**src/rtl/keymgr_op_arbiter.sv**
```systemverilog
// Arbitrates the key manager operation port between a software and a hardware
// requester. Each granted op is checked against the key manager control state
// before it reaches the core. Output-enable strobes follow only successful
// generate ops, and a stalled core is caught by a cycle timeout.
//
// state  | meaning
// IDLE   | waiting for a request; arbitration and permission check happen here
// ISSUE  | op_start high toward the core, timeout counter running
// RESP   | one-cycle ack to the granted requester, plus strobes on success
// REJECT | one-cycle ack with err for an op that was not permitted
module keymgr_op_arbiter #(
  parameter int TIMEOUT = 64
) (
  input  logic       clk,
  input  logic       rst,
  input  logic       sw_req,
  input  logic [2:0] sw_op,
  output logic       sw_ack,
  output logic       sw_err,
  input  logic       hw_req,
  input  logic [2:0] hw_op,
  output logic       hw_ack,
  output logic       hw_err,
  input  logic [9:0] ctrl_state,
  output logic       op_start,
  output logic [2:0] op,
  input  logic       op_done,
  output logic       data_hw_en,
  output logic       data_sw_en,
  output logic       data_valid,
  output logic       busy,
  output logic       fault
);

  localparam int CW = $clog2(TIMEOUT + 1);

  localparam logic [9:0] StCtrlReset    = 10'b1101100001;
  localparam logic [9:0] StCtrlInit     = 10'b0100000100;
  localparam logic [9:0] StCtrlOwnerKey = 10'b1101111110;

  localparam logic [2:0] OpAdvance  = 3'd0;
  localparam logic [2:0] OpGenId    = 3'd1;
  localparam logic [2:0] OpGenSwOut = 3'd2;
  localparam logic [2:0] OpGenHwOut = 3'd3;
  localparam logic [2:0] OpDisable  = 3'd4;

  typedef enum logic [1:0] {
    ST_IDLE   = 2'd0,
    ST_ISSUE  = 2'd1,
    ST_RESP   = 2'd2,
    ST_REJECT = 2'd3
  } state_e;

  state_e        state_q, state_d;
  logic          prio_hw_q, prio_hw_d;  // 1: hw wins a tie
  logic          gnt_hw_q, gnt_hw_d;    // requester owning the op in flight
  logic [2:0]    op_q, op_d;
  logic [CW-1:0] cnt_q, cnt_d;
  logic          err_q, err_d;
  logic          fault_q, fault_d;

  logic          pick_hw;
  logic [2:0]    gnt_op;
  logic          permit;

  // Decides whether an op may run in the given control state. An unknown
  // state encoding or a latched fault blocks everything, including disable.
  function automatic logic op_permitted(input logic [2:0] op_i,
                                        input logic [9:0] st_i,
                                        input logic       fault_i);
    logic known;
    logic ok;
    known = (st_i == StCtrlReset) || (st_i == StCtrlInit) ||
            (st_i == StCtrlOwnerKey);
    case (op_i)
      OpAdvance:                      ok = (st_i == StCtrlReset) || (st_i == StCtrlInit);
      OpGenId, OpGenSwOut, OpGenHwOut: ok = (st_i == StCtrlOwnerKey);
      OpDisable:                      ok = 1'b1;
      default:                        ok = 1'b0;
    endcase
    return ok && known && !fault_i;
  endfunction

  // Round-robin pick between the two requesters and the permission verdict
  // for the op that would be granted this cycle.
  always_comb begin
    pick_hw = hw_req && (!sw_req || prio_hw_q);
    gnt_op  = pick_hw ? hw_op : sw_op;
    permit  = op_permitted(gnt_op, ctrl_state, fault_q);
  end

  // Next-state logic; the op and its requester are captured at the grant edge
  // so later changes on the inputs cannot alter the op in flight.
  always_comb begin
    state_d   = state_q;
    prio_hw_d = prio_hw_q;
    gnt_hw_d  = gnt_hw_q;
    op_d      = op_q;
    cnt_d     = cnt_q;
    err_d     = err_q;
    fault_d   = fault_q;
    case (state_q)
      ST_IDLE: begin
        if (sw_req || hw_req) begin
          gnt_hw_d  = pick_hw;
          prio_hw_d = !pick_hw;
          op_d      = gnt_op;
          cnt_d     = '0;
          if (permit) begin
            state_d = ST_ISSUE;
            err_d   = 1'b0;
          end else begin
            state_d = ST_REJECT;
            err_d   = 1'b1;
          end
        end
      end
      ST_ISSUE: begin
        // A completion arriving on the expiry cycle still counts as success.
        if (op_done) begin
          state_d = ST_RESP;
          err_d   = 1'b0;
          cnt_d   = '0;
        end else if (cnt_q == CW'(TIMEOUT - 1)) begin
          state_d = ST_RESP;
          err_d   = 1'b1;
          fault_d = 1'b1;
          cnt_d   = '0;
        end else begin
          cnt_d = cnt_q + CW'(1);
        end
      end
      ST_RESP, ST_REJECT: begin
        state_d = ST_IDLE;
        cnt_d   = '0;
      end
      default: state_d = ST_IDLE;
    endcase
  end

  // State and datapath registers with synchronous reset.
  always_ff @(posedge clk) begin
    if (rst) begin
      state_q   <= ST_IDLE;
      prio_hw_q <= 1'b0;
      gnt_hw_q  <= 1'b0;
      op_q      <= '0;
      cnt_q     <= '0;
      err_q     <= 1'b0;
      fault_q   <= 1'b0;
    end else begin
      state_q   <= state_d;
      prio_hw_q <= prio_hw_d;
      gnt_hw_q  <= gnt_hw_d;
      op_q      <= op_d;
      cnt_q     <= cnt_d;
      err_q     <= err_d;
      fault_q   <= fault_d;
    end
  end

  // Outputs decoded from the registered state only, so they are glitch-free
  // and all drop to zero on the reset edge.
  always_comb begin
    logic ack_cyc;
    logic good;
    ack_cyc    = (state_q == ST_RESP) || (state_q == ST_REJECT);
    good       = (state_q == ST_RESP) && !err_q;
    op_start   = (state_q == ST_ISSUE);
    op         = (state_q == ST_ISSUE) ? op_q : 3'd0;
    sw_ack     = ack_cyc && !gnt_hw_q;
    hw_ack     = ack_cyc && gnt_hw_q;
    sw_err     = ack_cyc && !gnt_hw_q && err_q;
    hw_err     = ack_cyc && gnt_hw_q && err_q;
    data_sw_en = good && ((op_q == OpGenId) || (op_q == OpGenSwOut));
    data_hw_en = good && (op_q == OpGenHwOut);
    data_valid = data_sw_en || data_hw_en;
    busy       = (state_q != ST_IDLE);
    fault      = fault_q;
  end

endmodule

```
**config.mk**
```make
export PLATFORM = sky130hd
export DESIGN_NAME = keymgr_op_arbiter
export DESIGN_NICKNAME = d
export VERILOG_FILES = /design/src/rtl/keymgr_op_arbiter.sv
export SDC_FILE = /design/constraint.sdc
export NUM_CORES = 1
export LEC_CHECK = 0
export BUFFER_PORTS_ARGS = -buffer_cell sky130_fd_sc_hd__buf_2
export CAP_MARGIN = 10
export CORE_AREA = 2 2 46 48
export DETAILED_ROUTE_END_ITERATION = 16
export DIE_AREA = 0 0 48 50
export GPL_ROUTABILITY_DRIVEN = 0
export PLACE_DENSITY = 0.88
export SLEW_MARGIN = 20
export SYNTH_ARGS = -nofsm -noshare
export SYNTH_HDL_FRONTEND = slang
export SYNTH_SLANG_ARGS = --single-unit
```
**constraint.sdc**
```tcl
create_clock -name clk -period 3.38 [get_ports clk]
set_input_delay 0.845 -clock clk [delete_from_list [all_inputs] [get_ports clk]]
set_output_delay 0.845 -clock clk [all_outputs]
set_load 0.05 [all_outputs]
```
==> metrics.md, run 1 <==
| Metric | Value |
|---|---|
| Post-Route Skew | 0.00120 ns |
| Layout filler cell count | 162 |
| Internal Power | 0.000299 W |
| Final setup fails | 0 |
| Post-layout nets | 174 |
| Max rail drop VDD | 0.258 mV |
| Final count of hold timing violations | 0 |
| Final wirelength | 2100 microns |
| Min setup slack post-route | 0.793 ns |
| FP Rows | 16 |
| Max Freq | 387 MHz |
| Via density | 5.50 |
| Total net switching power | 0.000174 W |
| CTS H-tree depth | 1 |
| Synth top area share | 34.0% |
| Post-Place Setup Slack | 1.14 ns |
| Crit. End Element | primary output |
| Sw frac | 36.8% |
| Ys Warns | 0 |
| Initial antenna violation count | 0 |
| Die area | 2400 sq um |
| Mapped Area | 943 sq um |
| RSZ-0062 raised after global routing | no |
| Per-cell routed wire length | 11.8 microns |
| Least-Margin Pin Slew | 0.555 ns |
| Vias in the first global route | 892 |
| Most frequent cells in the layout | 33 x buf_2, 18 x nor2_1, 16 x dfxtp_1 |
| Outcome | finished, final reports clean |
| Layout Area Growth over Synthesis | 22.7% |
| Yosys reg bits | 16 |
| Post-synth cell types | 39 |
| DRT iter0 DRCs | 20 |
| Post-Place Cells | 174 |
| Ant diodes | 0 |
| CORE AREA | 1900 sq um |
| Setup Buffers After CTS | 0 |
| Syn Area/Cell | 8.13 sq um |
| Slowest library cell on the worst path | dfxtp_1 |
| CTS tree | built |
| Crit path DAT | 1.74 ns |
| Pins over their slew limit | 0 |
| Clock power share | 20.7% |
| Buffers added on ports | 33 |
| DRT Pass-1 Iters | 4 |
| Part of the power in combinational logic | 32.4% |
| Number of buffers created by CTS | 3 |
| DRC viols | 0 |
| Post-CTS Resized | 0 |
| Slew HR | 62.7% |
| Top_reg_cell synth | dfxtp_1 |
| Worst r2r path cells | 6 |
| First-pass GRT wire length | 3480 microns |
| Post-Syn Nets | 138 |
| Post-synth EDFFs | 0 |
| Fin crit share | 76.5% |
| Seq/Total Area, Yosys | 34.0% |
| Synth area leader | dfxtp_1 |
| Leak Pwr | 0.531 nW |
| Hold WC Path Type | flip-flop to flip-flop |
| Clk sinks | 16 |
| Largest net degree at the start of global routing | 13 |
| Antenna Nets Post-Route | 0 |
| Hold Path Stages | 2 |
| CP Class | flip-flop to primary output |
| CP Max Fanout | 10 |
| Post-route minimum period | 2.59 ns |
| Hold WS | 0.461 ns |
| Crit start category | flip-flop |
| Mapped Cells | 116 |
| Reg power frac | 46.9% |
| Dpl hpwl | 1750 microns |
| Clock slew at reported path FFs | 0.08 ns |
| Worst-path cell chain | nor4b_1 -> and3_1 -> buf_2 |
| GRT Util Overall | 19.7% |
| Max-Cap Viols | 0 |
| Via count | 973 |
| Post-Route Setup TNS | 0 ns |
| Worst-skew pair later-pin latency | 0.29 ns |
| Die X | 48 microns |
| Placed instance area | 1130 sq um |
| Ys async rst share | 0% |
| Overflow after GRT | 0 |
| Max incr delay on CP | 0.52 ns |
| Clock Path Buffers | 2 |
| Hold_buf cts | 0 |
| Initial core utilization | 49.6% |
| Clock Root Buffer | clkbuf_4 |
| Final non-filler cell total | 177 |
| I/O Pins | 34 |
| Die Ht | 50 microns |
| Share of layout cells above drive strength 1 | 28.7% |
| P per Cell Area | 409 nW/um^2 |
| Design Area, Final | 1160 sq um |
| Most common cell after layout, fill and taps aside | buf_2 |
| Worst EP required | 2.53 ns |
| Ranking of synthesized cells by area | dfxtp_1 34%, nor2_1 7.2%, a21oi_1 4.8% |
worst max-delay path, delay by kind of cell, from the launching register on:
family,cells,cell delay [ns]
DFF,1,0.52
and+or+nand+nor,2,0.68
buffers and inverters,1,0.26
synth_stat cells (all sizes together) (2+ instances only):
cell type and instances:
nor2 18, a21oi 9, nor3 4, nand2b 4, o21a 3, dfxtp 16, clkbuf 2, xor2 5
nor4b 2, nand4 2, and4b 2, and3 6, or2 2, nand2 10, and2 5, a211oi 3
o21ai 3, inv 4
layout make-up:
cell class                 count  area, sq um  area share (%)
tap                           27         33.8            2.92
clock buffer                   3         22.5            1.95
sequential                    16          320            27.7
multi-input combinational     94          601            51.9
timing repair buffer          33          165            14.3
inverter                       4         15.0            1.30
worst paths after layout:
path,from,to,slack (ns)
max,state_q[1]$_SDFFE_PP0P_,data_hw_en,0.79
min,cnt_q[6]$_SDFFE_PP0P_,cnt_q[6]$_SDFFE_PP0P_,0.46
max reg2reg,cnt_q[0]$_SDFFE_PP0P_,cnt_q[5]$_SDFFE_PP0P_,1.83
min reg2reg,cnt_q[6]$_SDFFE_PP0P_,cnt_q[6]$_SDFFE_PP0P_,0.46
power groups by stage:
| stage | clock network (W) | logic [W] | registers (W) |
|---|---|---|---|
| 6_report | 0.0000978 | 0.000153 | 0.000222 |
| 5_1_grt | 0.000108 | 0.000169 | 0.000224 |
| 3_3_place_gp | 0 | 0.000149 | 0.000224 |
| 2_1_floorplan | 0 | 0.000118 | 0.000218 |
| 3_5_place_dp | 0 | 0.000153 | 0.000226 |
| 4_1_cts | 0.000100 | 0.000154 | 0.000221 |
logic make-up after synthesis:
kind of cell	after synthesis	synth area share (%)
compound gates	26	20.6
flops	16	34.0
buf+inv	6	2.39
fa+ha+maj	1	1.33
simple gates	61	36.2
xor+xnor	6	5.57
flip-flops by register name, summed over array words and instances, names as in the netlist:
signal     cells
gnt_hw_q       1
err_q          1
op_q           3
prio_hw_q      1
cnt_q          7
fault          1
state_q        2
per-stage QoR:
step,power [W],util [%]
after floorplan,0.000336,-
after global placement,0.000373,59.7
after detailed placement,0.000379,59.7
after CTS,0.000475,60.9
after global routing,0.000501,60.9
final,0.000473,60.9
layer usage:
metal	global-route usage (%)	vias up	part of all wire [%]
li1	-	487	-
met1	23.0	456	44
met2	34.2	25	50
met3	5.49	5	5.4
met4	4.05	0	0.91
met5	0	-	0
No activity file was read; power rests on OpenSTA's default activity.
==> run 2, diff against run 1 <==
--- a/config.mk
+++ b/config.mk
@@ -7,11 +7,11 @@
 export LEC_CHECK = 0
 export BUFFER_PORTS_ARGS = -buffer_cell sky130_fd_sc_hd__buf_2
 export CAP_MARGIN = 10
-export CORE_AREA = 2 2 46 48
+export CORE_AREA = 2 2 50 52
 export DETAILED_ROUTE_END_ITERATION = 16
-export DIE_AREA = 0 0 48 50
+export DIE_AREA = 0 0 52 54
 export GPL_ROUTABILITY_DRIVEN = 0
-export PLACE_DENSITY = 0.88
+export PLACE_DENSITY = 0.8
 export SLEW_MARGIN = 20
 export SYNTH_ARGS = -nofsm -noshare
 export SYNTH_HDL_FRONTEND = slang
==> constraint.sdc (replaced) <==
create_clock -name clk -period 2.1 [get_ports clk]
set_input_delay 0.525 -clock clk [delete_from_list [all_inputs] [get_ports clk]]
set_output_delay 0.525 -clock clk [all_outputs]
set_load 0.05 [all_outputs]
==> run 2 against run 1 <==
Against the previous run:
- first-iteration DRC count shrank 15%
- global-route usage shrank 1.9 points
- critical path depth grew 1
- worst hold slack lost 0.0014 ns
- clock-buffer cell count grew 1
- largest cell class unchanged
==> metrics.md, run 2 (synthesis gave the netlist of run 1 again) <==
| Metric | Value |
|---|---|
| Max Freq | 505 MHz |
| Largest net degree at the start of global routing | 13 (unchanged) |
| Final wirelength | 2310 microns (was 2100 microns) |
| Slew HR | 61.1% (was 62.7%) |
| Total design power | 0.000824 W (was 0.000473 W) |
| Via density | 5.25 (was 5.50) |
| Number of buffers created by CTS | 3 (unchanged) |
| Max-Cap Viols | 0 (unchanged) |
| Design Area, Final | 1190 sq um (was 1160 sq um) |
| Internal Power | 0.000525 W (was 0.000299 W) |
| Outcome | finished, final reports clean (unchanged) |
| Part of the power in combinational logic | 30.7% (was 32.4%) |
| CTS H-tree depth | 1 (unchanged) |
| Initial antenna violation count | 0 (unchanged) |
| Layout Area Growth over Synthesis | 26.3% (was 22.7%) |
| Post-Route Skew | 0.00451 ns (was 0.00120 ns) |
| Sw frac | 36.3% (was 36.8%) |
| Initial core utilization | 40.7% (was 49.6%) |
| Multi-input logic area | 616 sq um (was 601 sq um) |
| Worst EP required | 1.57 ns (was 2.53 ns) |
| Worst-skew pair later-pin latency | 0.29 ns (about the same) |
| WL met2 | 1210 microns (was 1050 microns) |
| DRT iter0 DRCs | 17 (was 20) |
| Clock power share | 25.1% (was 20.7%) |
| Clock Path Buffers | 2 (unchanged) |
| Post-route minimum period | 1.98 ns |
| Reg power frac | 44.2% (was 46.9%) |
| FP Rows | 18 (was 16) |
| Crit. End Element | primary output (unchanged) |
| Hold WC Path Type | flip-flop to flip-flop (unchanged) |
| Routed wl met3 | 92 microns (was 113 microns) |
| Die area | 2810 sq um (was 2400 sq um) |
| Placed instance area | 1140 sq um (was 1130 sq um) |
| Dpl hpwl | 1760 microns (was 1750 microns) |
| M1 WL | 1010 microns (was 916 microns) |
| CP Class | flip-flop to primary output (unchanged) |
| Max reg flops | 7 (unchanged) |
| Antenna Nets Post-Route | 0 (unchanged) |
| Die X | 52 microns (was 48 microns) |
| Most frequent cells in the layout | 33 x buf_2, 18 x nor2_1, 15 x dfxtp_1 (was 33 x buf_2, 18 x nor2_1, 16 x dfxtp_1) |
| Crit start category | flip-flop (unchanged) |
| Die Ht | 54 microns (was 50 microns) |
| Most common cell after layout, fill and taps aside | buf_2 (unchanged) |
| Clock slew at reported path FFs | 0.10 ns (was 0.08 ns) |
| Pins over their slew limit | 0 (unchanged) |
| Register Area | 322 sq um (was 320 sq um) |
| First-pass GRT wire length | 3790 microns (was 3480 microns) |
| Buffers added on ports | 33 (unchanged) |
| Ant diodes | 0 (unchanged) |
| Clock Root Buffer | clkbuf_4 (unchanged) |
| Max rail drop VDD | 0.403 mV (was 0.258 mV) |
| Share of layout cells above drive strength 1 | 30.5% (was 28.7%) |
| I/O Pins | 34 (unchanged) |
| P per Cell Area | 692 nW/um^2 (was 409 nW/um^2) |
| Per-cell routed wire length | 12.8 microns (was 11.8 microns) |
| Post-Route Setup TNS | 0 ns (unchanged) |
| Least-Margin Pin Slew | 0.578 ns (was 0.555 ns) |
| Via count | 950 (was 973) |
| Fin crit share | 94.2% |
| Most flops, register | cnt_q (unchanged) |
| CTS tree | built (unchanged) |
| Final setup fails | 0 (unchanged) |
| DRC viols | 0 (unchanged) |
| Crit path DAT | 1.45 ns (was 1.74 ns) |
| Total net switching power | 0.000300 W (was 0.000174 W) |
| Vias in the first global route | 906 (was 892) |
| Clk sinks | 16 (unchanged) |
| Overflow after GRT | 0 (unchanged) |
| Leak Pwr | 0.542 nW (was 0.531 nW) |
| GRT Util Overall | 17.8% (was 19.7%) |
| DRT Pass-1 Iters | 6 (was 4) |
| CP Max Fanout | 6 (was 10) |
| Post-layout nets | 174 (unchanged) |
| RSZ-0062 raised after global routing | no (unchanged) |
| Layout filler cell count | 229 (was 162) |
| Largest regs | cnt_q x7, op_q x3, state_q x2 (unchanged) |
| CORE AREA | 2320 sq um (was 1900 sq um) |
| Final count of hold timing violations | 0 (unchanged) |
| Max layer used | met3 (was met4) |
| Hold_buf cts | 0 (unchanged) |
| Setup Buffers After CTS | 0 (unchanged) |
run 2: cell types whose count changed in the layout (fill, tap and decap cells not counted), sizes merged:
cell    delta
clkbuf     +1
run 2: per-layer routing:
metal	vias up	global-route usage, %
met2	18	34.8
met1	448	19.4
met3	0	3.89
li1	484	-
met4	0	3.95
met5	-	0
run 2: final timing paths:
kind,start,to,slack [ns],depth (start not counted)
setup / recovery,state_q[0]$_SDFFE_PP0P_,op[0],0.12,4
hold / removal,cnt_q[6]$_SDFFE_PP0P_,cnt_q[6]$_SDFFE_PP0P_,0.46,2
setup reg to reg,cnt_q[0]$_SDFFE_PP0P_,cnt_q[4]$_SDFFE_PP0P_,0.49,6
hold reg to reg,cnt_q[6]$_SDFFE_PP0P_,cnt_q[6]$_SDFFE_PP0P_,0.46,2
run 2: metrics by stage:
step | setup WS (ns) | hold WS (ns) | util [%] | cells
after global placement | 0.303 | 0.438 | 49.1 | 177
after floorplan | 0.0814 | 0.426 | - | 116
final | 0.121 | 0.460 | 51.3 | 181
after global routing | 0.0324 | 0.499 | 51.3 | 181
after detailed placement | 0.255 | 0.441 | 49.1 | 177
after CTS | 0.0413 | 0.459 | 50.9 | 181
run 2: critical path, stage by stage, from the launching register on:
cell and delay [ns]:
dfxtp_1 0.51, nand2b_1 0.14, inv_1 0.13, and2_1 0.13
buf_2 0.25
run 2: layout make-up:
cell class / count / share of cell area (%)
flip-flops and latches: 16 / 27.0
well taps: 30 / 3.15
multi-input cells: 94 / 51.7
repair buffers: 33 / 13.9
inverters: 4 / 1.26
clock buffers: 4 / 3.05
run 2: repair_timing:
action,4_1_cts,5_1_grt
hold endpoints to repair,0,0
resized for setup,1,2
cloned,0,0
endpoints found under the setup margin,3,3
run 2: power groups by stage:
stage | logic, W | clock network [W] | registers (W)
2_1_floorplan | 0.000191 | 0 | 0.000351
3_3_place_gp | 0.000242 | 0 | 0.000361
3_5_place_dp | 0.000249 | 0 | 0.000364
4_1_cts | 0.000251 | 0.000213 | 0.000358
5_1_grt | 0.000279 | 0.000223 | 0.000369
6_report | 0.000253 | 0.000207 | 0.000364
==> run 3, diff against run 2 <==
==> config.mk (replaced) <==
export PLATFORM = sky130hd
export DESIGN_NAME = keymgr_op_arbiter
export DESIGN_NICKNAME = d
export VERILOG_FILES = /design/src/rtl/keymgr_op_arbiter.sv
export SDC_FILE = /design/constraint.sdc
export NUM_CORES = 1
export LEC_CHECK = 0
export CAP_MARGIN = 10
export CELL_PAD_IN_SITES_DETAIL_PLACEMENT = 2
export CELL_PAD_IN_SITES_GLOBAL_PLACEMENT = 2
export CORE_AREA = 2 2 60 62
export DETAILED_ROUTE_END_ITERATION = 16
export DIE_AREA = 0 0 62 64
export DONT_BUFFER_PORTS = 1
export GPL_ROUTABILITY_DRIVEN = 0
export PLACE_DENSITY = 0.77
export SLEW_MARGIN = 20
export SYNTH_ARGS = -nofsm -noshare
export SYNTH_HDL_FRONTEND = slang
export SYNTH_SLANG_ARGS = --single-unit
==> run 3 against run 2 <==
Against the previous run:
- wire length is 18% higher
- highest routed layer is now met4
- sequential cell count is the same
- register-to-register slack got worse by 0.09 ns
- non-clock buffer count shrank 24
- sequential power about the same
- sequential share of layout area up 0.97 points
- clock power fell by 24%
- critical endpoint is now data_hw_en
- die area is 41% higher
==> metrics.md, run 3 (synthesis gave the netlist of run 1 again) <==
| Metric | Value |
|---|---|
| Outcome | finished, final reports clean (unchanged) |
| Max incr delay on CP | 0.38 ns (was 0.51 ns) |
| WP buf/inv | 1 (was 2) |
| Post-route minimum period | 1.93 ns (was 1.98 ns) |
| CTS H-tree depth | 1 (unchanged) |
| Crit start category | flip-flop (unchanged) |
| Slew HR | 56.2% (was 61.1%) |
| Placed instance area | 1110 sq um (was 1140 sq um) |
| Post-Route Setup TNS | 0 ns (unchanged) |
| Most frequent cells in the layout | 18 x nor2_1, 15 x dfxtp_1, 10 x nand2_1 (was 33 x buf_2, 18 x nor2_1, 15 x dfxtp_1) |
| Final wirelength | 2720 microns (was 2310 microns) |
| CP Class | flip-flop to primary output (unchanged) |
| Design Area, Final | 1150 sq um (was 1190 sq um) |
| Worst r2r path cells | 6 (unchanged) |
| Util after Layout | 35.0% (was 51.3%) |
| First-pass GRT wire length | 4730 microns (was 3790 microns) |
| Max reg flops | 7 (unchanged) |
| Max-Cap Viols | 0 (unchanged) |
| Antenna Nets Post-Route | 0 (unchanged) |
| Via count | 893 (was 950) |
| GRT Util Overall | 15.7% (was 17.8%) |
| CP Max Fanout | 4 (was 6) |
| Per-cell routed wire length | 15.8 microns (was 12.8 microns) |
| Clk sinks | 16 (unchanged) |
| Hold_buf cts | 0 (unchanged) |
| Fin crit share | 91.9% (was 94.2%) |
| Slowest library cell on the worst path | dfxtp_1 (unchanged) |
| Crit. End Element | primary output (unchanged) |
| Max rail drop VDD | 0.291 mV (was 0.403 mV) |
| Layout Area Growth over Synthesis | 21.9% (was 26.3%) |
| Largest net degree at the start of global routing | 13 (unchanged) |
| Via density | 5.19 (was 5.25) |
| Clock Path Buffers | 2 (unchanged) |
| Initial core utilization | 28.7% (was 40.7%) |
| Largest delay contributor family on the critical path | simple AND/OR/NAND/NOR gates (was flip-flops) |
| Most flops, register | cnt_q (unchanged) |
| CTS tree | built (unchanged) |
| DRT Pass-1 Iters | 2 (was 6) |
| CORE AREA | 3280 sq um (was 2320 sq um) |
| FP Rows | 21 (was 18) |
| Register Area | 322 sq um (unchanged) |
| Hold Crit Start | rst (was cnt_q[6]$_SDFFE_PP0P_) |
| Final setup fails | 0 (unchanged) |
| Leak Pwr | 0.447 nW (was 0.542 nW) |
| Most common cell after layout, fill and taps aside | nor2_1 (was buf_2) |
| Dpl hpwl | 2280 microns (was 1760 microns) |
| Die area | 3970 sq um (was 2810 sq um) |
| Max Freq | 518 MHz (was 505 MHz) |
| DRC viols | 0 (unchanged) |
| I/O Pins | 34 (unchanged) |
| R2r setup slk | 0.40 ns (was 0.49 ns) |
| Setup Buffers After CTS | 0 (unchanged) |
| Worst-skew pair later-pin latency | 0.28 ns (was 0.29 ns) |
| Hold Path Stages | 1 (was 2) |
| Clock slew at reported path FFs | 0.09 ns (was 0.10 ns) |
| Overflow after GRT | 0 (unchanged) |
| Least-Margin Pin Slew | 0.650 ns (was 0.578 ns) |
| R2r endpoint | cnt_q[3]$_SDFFE_PP0P_ (was cnt_q[4]$_SDFFE_PP0P_) |
| Multi-input logic area | 616 sq um (unchanged) |
| FF-to-FF Start | cnt_q[0]$_SDFFE_PP0P_ (unchanged) |
| Ant diodes | 0 (unchanged) |
| Number of buffers created by CTS | 3 (unchanged) |
| Worst-path cell chain | nor4b_4 -> and3_1 -> buf_12 (was nand2b_1 -> inv_1 -> and2_1 -> buf_2) |
| Post-layout nets | 150 (was 174) |
| Vias in the first global route | 1001 (was 906) |
| Pins over their slew limit | 0 (unchanged) |
| Worst EP required | 1.57 ns (about the same) |
| DRT iter0 DRCs | 12 (was 17) |
| Largest regs | cnt_q x7, op_q x3, state_q x2 (unchanged) |
| Die X | 62 microns (was 52 microns) |
| Share of layout cells above drive strength 1 | 16.7% (was 30.5%) |
| RSZ-0062 raised after global routing | no (unchanged) |
| Clock Root Buffer | clkbuf_4 (unchanged) |
| Buffers added on ports | 0 (was 33) |
| Post-Route Skew | 0.00425 ns (was 0.00451 ns) |
| Crit path DAT | 1.41 ns (was 1.45 ns) |
| Initial antenna violation count | 0 (unchanged) |
| Hold WC Path Type | input port to flip-flop (was flip-flop to flip-flop) |
| Final count of hold timing violations | 0 (unchanged) |
| P per Cell Area | 669 nW/um^2 (was 692 nW/um^2) |
| Die Ht | 64 microns (was 54 microns) |
| Layout filler cell count | 384 (was 229) |
| Hold endpoint | fault$_SDFFE_PP0P_ (was cnt_q[6]$_SDFFE_PP0P_) |
-- run 3: how the worst max path moves through the flow --
stage	from	endpoint	slack, ns	cells after the start
final	err_q$_SDFFE_PP0P_	data_hw_en	0.17	3
after global routing	state_q[0]$_SDFFE_PP0P_	op[0]	0.06	4
after CTS	state_q[1]$_SDFFE_PP0P_	data_hw_en	0.04	3
after detailed placement	state_q[1]$_SDFFE_PP0P_	data_hw_en	0.11	3
after global placement	state_q[1]$_SDFFE_PP0P_	data_hw_en	0.23	3
after floorplan	state_q[1]$_SDFFE_PP0P_	op[0]	0.08	4
-- run 3: per-stage QoR --
stage	total power, W	instances	hold slack, ns	setup slack [ns]
2_1_floorplan	0.000542	116	0.426	0.0814
3_3_place_gp	0.000600	169	0.439	0.234
3_5_place_dp	0.000611	169	0.455	0.111
4_1_cts	0.000780	172	0.288	0.0445
5_1_grt	0.000826	172	0.271	0.0575
6_report	0.000769	172	0.301	0.169
-- run 3: timing repair --
item / CTS / global route
setup endpoints to repair: 3 / 6
endpoints found under the hold margin: 0 / 0
resized for setup: 2 / 1
-- run 3: worst reg2reg max path: cells and delay by family, from the launching register on --
kind / cells / cell delay (ns)
flops: 1 / 0.37
simple gates: 4 / 0.81
fa+ha+maj: 1 / 0.18
compound gates: 1 / 0.22
-- run 3: power by group --
part	leakage, nW	switching [W]	total, W	internal (W)
logic	0.302	0.000156	0.000247	0.0000914
registers	0.131	0.0000360	0.000364	0.000328
clock network	0.0138	0.0000918	0.000158	0.0000665
-- run 3: cell type report --
| cell class | count | area share (%) |
|---|---|---|
| timing repair buffer | 9 | 10.2 |
| tap | 46 | 5.01 |
| inverter | 4 | 1.31 |
| multi-input combinational | 94 | 53.5 |
| sequential | 16 | 28.0 |
| clock buffer | 3 | 1.96 |
-- run 3: routing by layer --
layer,share of wire [%],track usage (%),vias up
met4,0.48,2.39,0
met2,49,25.3,20
li1,-,-,434
met5,0,0,-
met1,44,20.3,437
met3,5.8,5.47,2
